==> src/rtl/pipeline_hazard_ctrl.sv <==
// Hazard and sequencing controller for the F/D/E/M/W pipeline: stall/bubble/flush
// arbitration, execute-stage operand forwarding, memory-wait FSM with watchdog, perf counters.
module pipeline_hazard_ctrl #(
    parameter int MEM_TIMEOUT = 255,
    parameter int CNT_W       = 16
) (
    input  logic             clk,
    input  logic             reset,
    input  logic [4:0]       d_rs1,
    input  logic [4:0]       d_rs2,
    input  logic             d_uses_rs1,
    input  logic             d_uses_rs2,
    input  logic             e_valid,
    input  logic             e_is_load,
    input  logic [4:0]       e_rd,
    input  logic             e_br_taken,
    input  logic [4:0]       m_rd,
    input  logic [4:0]       w_rd,
    input  logic             m_wb_en,
    input  logic             w_wb_en,
    input  logic             m_req,
    input  logic             m_ready,
    output logic             f_stall,
    output logic             d_stall,
    output logic             e_stall,
    output logic             m_stall,
    output logic             e_bubble,
    output logic             d_flush,
    output logic             w_bubble,
    output logic [1:0]       fwd_a_sel,
    output logic [1:0]       fwd_b_sel,
    output logic             mem_err,
    output logic [CNT_W-1:0] stall_cnt,
    output logic [CNT_W-1:0] flush_cnt
);

    localparam int WCNT_W = ($clog2(MEM_TIMEOUT + 1) > 8) ? $clog2(MEM_TIMEOUT + 1) : 8;
    localparam logic [WCNT_W-1:0] WCNT_LIMIT = WCNT_W'(MEM_TIMEOUT);

    typedef enum logic [1:0] {
        S_RUN  = 2'd0,
        S_WAIT = 2'd1,
        S_ERR  = 2'd2
    } state_t;

    state_t            state, state_nxt;
    logic [WCNT_W-1:0] wcnt, wcnt_nxt;
    logic              haz_mw, haz_br, haz_lu;

    function automatic logic [1:0] fwd_sel(input logic [4:0] rs);
        if (m_wb_en && m_rd != 5'd0 && m_rd == rs)
            return 2'd1;
        else if (w_wb_en && w_rd != 5'd0 && w_rd == rs)
            return 2'd2;
        else
            return 2'd0;
    endfunction

    assign haz_mw = m_req && !m_ready && (state != S_ERR);
    assign haz_br = e_br_taken;
    assign haz_lu = e_valid && e_is_load && (e_rd != 5'd0) &&
                    ((d_uses_rs1 && d_rs1 == e_rd) || (d_uses_rs2 && d_rs2 == e_rd));

    // A single prioritised response per cycle; ERR overrides everything until reset.
    always_comb begin
        // NOTE: every output gets a default first so no path through the if-chain infers a latch.
        f_stall   = 1'b0;
        d_stall   = 1'b0;
        e_stall   = 1'b0;
        m_stall   = 1'b0;
        e_bubble  = 1'b0;
        d_flush   = 1'b0;
        w_bubble  = 1'b0;
        fwd_a_sel = 2'd0;
        fwd_b_sel = 2'd0;
        if (!reset) begin
            if (state == S_ERR || haz_mw) begin
                f_stall  = 1'b1;
                d_stall  = 1'b1;
                e_stall  = 1'b1;
                m_stall  = 1'b1;
                w_bubble = 1'b1;
            end else if (haz_br) begin
                d_flush  = 1'b1;
                e_bubble = 1'b1;
            end else if (haz_lu) begin
                f_stall  = 1'b1;
                d_stall  = 1'b1;
                e_bubble = 1'b1;
            end
            fwd_a_sel = fwd_sel(d_rs1);
            fwd_b_sel = fwd_sel(d_rs2);
        end
    end

    always_comb begin
        state_nxt = state;
        wcnt_nxt  = wcnt;
        case (state)
            S_RUN: begin
                if (haz_mw) begin
                    state_nxt = S_WAIT;
                    wcnt_nxt  = WCNT_W'(1);
                end
            end
            S_WAIT: begin
                if (haz_mw) begin
                    if (wcnt == WCNT_LIMIT)
                        state_nxt = S_ERR;
                    else
                        wcnt_nxt = wcnt + WCNT_W'(1);
                end else if (m_ready) begin
                    state_nxt = S_RUN;
                    wcnt_nxt  = '0;
                end
            end
            default: begin
                state_nxt = S_ERR;
            end
        endcase
    end

    // NOTE: sequential state uses non-blocking assignments so every register samples pre-edge values.
    always_ff @(posedge clk) begin
        if (reset) begin
            state     <= S_RUN;
            wcnt      <= '0;
            mem_err   <= 1'b0;
            stall_cnt <= '0;
            flush_cnt <= '0;
        end else begin
            state   <= state_nxt;
            wcnt    <= wcnt_nxt;
            mem_err <= mem_err || (state_nxt == S_ERR);
            if (f_stall && stall_cnt != {CNT_W{1'b1}})
                stall_cnt <= stall_cnt + CNT_W'(1);
            if (d_flush && flush_cnt != {CNT_W{1'b1}})
                flush_cnt <= flush_cnt + CNT_W'(1);
        end
    end

endmodule

==> config.mk <==
export PLATFORM = sky130hd
export DESIGN_NAME = pipeline_hazard_ctrl
export DESIGN_NICKNAME = d
export VERILOG_FILES = /design/src/rtl/pipeline_hazard_ctrl.sv
export SDC_FILE = /design/constraint.sdc
export NUM_CORES = 1
export LEC_CHECK = 0
export ABC_AREA = 1
export CAP_MARGIN = 0
export CORE_MARGIN = 10
export CORE_UTILIZATION = 53
export CTS_CLUSTER_SIZE = 40
export DETAILED_ROUTE_END_ITERATION = 7
export PLACE_DENSITY = 0.87
export SLEW_MARGIN = 10
export SYNTH_ARGS = -nofsm -noshare
export SYNTH_HDL_FRONTEND = slang
export SYNTH_SLANG_ARGS = --single-unit
export TNS_END_PERCENT = 1
==> constraint.sdc <==
create_clock -name clk -period 3.4 [get_ports clk]
set_clock_uncertainty 0.2 [all_clocks]
set_input_delay 0.34 -clock clk [delete_from_list [all_inputs] [get_ports clk]]
set_output_delay 0.34 -clock clk [all_outputs]
set_load 0.1 [all_outputs]
==> results.json <==
{
  "outcome": "completed",
  "hold_buffers": 0,
  "holdWs_ps": 277,
  "critPathLaunchType": "input pin",
  "crit_family": "buffers and inverters",
  "critical_path_buf_inv_count": 3,
  "rsz0062_at_grt": "no",
  "worstPathArrival_ps": 2130,
  "ys_async_sr_fraction_pct": 0,
  "drive_gt1_share_pct": 13.9,
  "hold_class": "flop to flop",
  "synth_common_cells": "98 x nand2_1, 56 x nor2_1, 51 x inv_1",
  "hpwl_um": 6860,
  "syn_inst": 466,
  "max_freq_mhz": 374,
  "start_util_pct": 55.4,
  "tightest_slew_ps": 989,
  "yosys-top-cells-area": "dfxtp_1 28%, nand2_1 12%, nor2_1 6.8%",
  "grt_first_pass_wirelength_um": 14400,
  "maxSlewViolCount": 0,
  "synthToLayoutAreaGrowth_pct": 32.2,
  "design_area_um2": 4080,
  "die_height_um": 96.3,
  "drtIter0Drc": 139,
  "vias": 3262,
  "yosysTopAreaCellShare_pct": 27.9,
  "syn_avg_cell_area_um2": 6.63,
  "post_cts_buffers": 0,
  "clockBufferDepth": 2,
  "routedWlPerCell_um": 14.4,
  "synth_top_area_cell": "dfxtp_1",
  "slowest_delay_ps": 560,
  "remaining_drc_errors": 0,
  "end_kind": "primary output",
  "grt_overflow": 0,
  "synth_seq_cells": 43,
  "rows": 27,
  "cp_max_fo": 4,
  "maxCapViolations": 0,
  "drt-pass1-iter-count": 4,
  "insertedDiodeCount": 0,
  "yosysWarnings": 0,
  "setup_viol": 0,
  "core_um2": 5570,
  "synth_most_common_cell": "nand2_1",
  "die_area_um2": 9280,
  "fin_nets": 579,
  "clk_pin_slew_ps": 90,
  "htreeDepth": 2,
  "power_density_nw_per_um2": 282,
  "fin_crit_sh_pct": 78.6,
  "wl_um": 8810,
  "synth_area_um2": 3090,
  "fillers": 456,
  "critical_path_required_ps": 2860,
  "numCtsBuffers": 5,
  "irDropWorstVdd_uv": 241,
  "grt_util_all_layers_pct": 19.1,
  "relSlewSlack_pct": 33.9,
  "insertion_delay_ps": 310,
  "ios": 80,
  "die_w_um": 96.3,
  "grt_antenna_before_repair": 0,
  "grt_pass1_vias": 3135,
  "crit_slowest_cell": "clkdlybuf4s50_1",
  "postSynthNetCount": 505,
  "grt_max_degree": 22,
  "dpl-instance-area_um2": 3980,
  "cts-resized-gates": 0,
  "portBuffers": 79,
  "ant_nets": 0,
  "routabilityCongestion": 0.925,
  "cts_root_buf": "clkbuf_8",
  "fin_crit_ps": 2670,
  "synth_top_flop_cell": "dfxtp_1",
  "yosysSeqAreaShare_pct": 27.9,
  "p_leak_uw": 0.00160,
  "hold_viol_final": 0,
  "cp_cell_sequence": "clkdlybuf4s50_1, xnor2_1, nand2_1, nor4_1, inv_1, nor2_1, buf_12",
  "setup-tns-final_ps": 0,
  "worstSetupPathType": "input pin to primary output",
  "cts.sinks": 43,
  "ys_types": 42,
  "vias_per_cell": 5.33,
  "cts_tree": "built",
  "synth_enable_flop_cells": 0
}
==> cell type report <==
type	count	area (µm²)	area share (%)
multi-input cells	341	1860	45.5
repair buffers	82	918	22.5
flip-flops and latches	43	861	21.1
inverters	67	251	6.16
well taps	72	90.1	2.21
clock buffers	6	72.6	1.78
clock inverters	1	30.0	0.736
==> kinds of logic (layout without fill, tap and decap cells) <==
family / after synthesis / count (layout) / synth area share, %
buffers and inverters: 82 / 156 / 12.1
XOR/XNOR: 31 / 31 / 8.79
AO/OA/AOI/OAI: 70 / 70 / 13.1
adder cells (fa/ha/maj): 3 / 3 / 1.22
AND/OR/NAND/NOR: 237 / 237 / 36.9
flip-flops: 43 / 43 / 27.9
==> worst register-to-register path: cells and delay by family (launching register included) <==
family,cells,cell delay [ps]
flops,1,450
fa+ha+maj,1,270
buf+inv,1,70
simple gates,4,1000
compound gates,1,130
==> final timing paths <==
| check | start | to | slack (ps) | cells past startpoint |
|---|---|---|---|---|
| min reg2reg | wcnt[1] | wcnt[1] | 280 | 2 |
| max reg2reg | stall_cnt[0] | stall_cnt[10] | 1230 | 7 |
| max | d_rs1[1] | fwd_a_sel[0] | 730 | 7 |
| min | wcnt[1] | wcnt[1] | 280 | 2 |
==> metrics by stage <==
step           setup slack [ps]  instances  util [%]  power [µW]
2_1_floorplan              10.7        466         -         670
3_3_place_gp                852        605      71.4         756
3_5_place_dp                751        605      71.4         761
4_1_cts                     751        612      73.2        1150
5_1_grt                     620        612      73.2        1190
6_report                    727        612      73.2        1150
==> state kept, by name (all words and copies together), names as in the netlist <==
register   count
mem_err        1
stall_cnt     16
flush_cnt     16
state          2
wcnt           8
==> per-layer routing <==
metal  GRT usage [%]  part of all wire [%]  wire [µm]
met5               0                     0          0
met4            8.23                   2.4        213
met3            3.66                   5.5        484
met2            35.9                    52       4610
met1            20.0                    40       3500
==> power breakdown <==
| group | switching [µW] | total [µW] | internal, µW |
|---|---|---|---|
| sequential | 7.01 | 516 | 509 |
| combinational | 143 | 235 | 92.5 |
| clock | 186 | 402 | 216 |
==> placed cells by master, fill, tap and decap left out, drive strengths merged, types with 2 or more instances in the layout <==
cell type / n
clkdlybuf4s50: 66
nor3: 12
nand2: 103
o211ai: 2
or2: 4
nand3: 40
nor3b: 3
ha: 3
buf: 16
a21oi: 39
clkbuf: 6
dfxtp: 43
inv: 67
nor4: 4
xor2: 20
nand4: 9
xnor2: 11
o21ai: 23
nor2: 60
No activity file was read; power rests on OpenSTA's default activity.
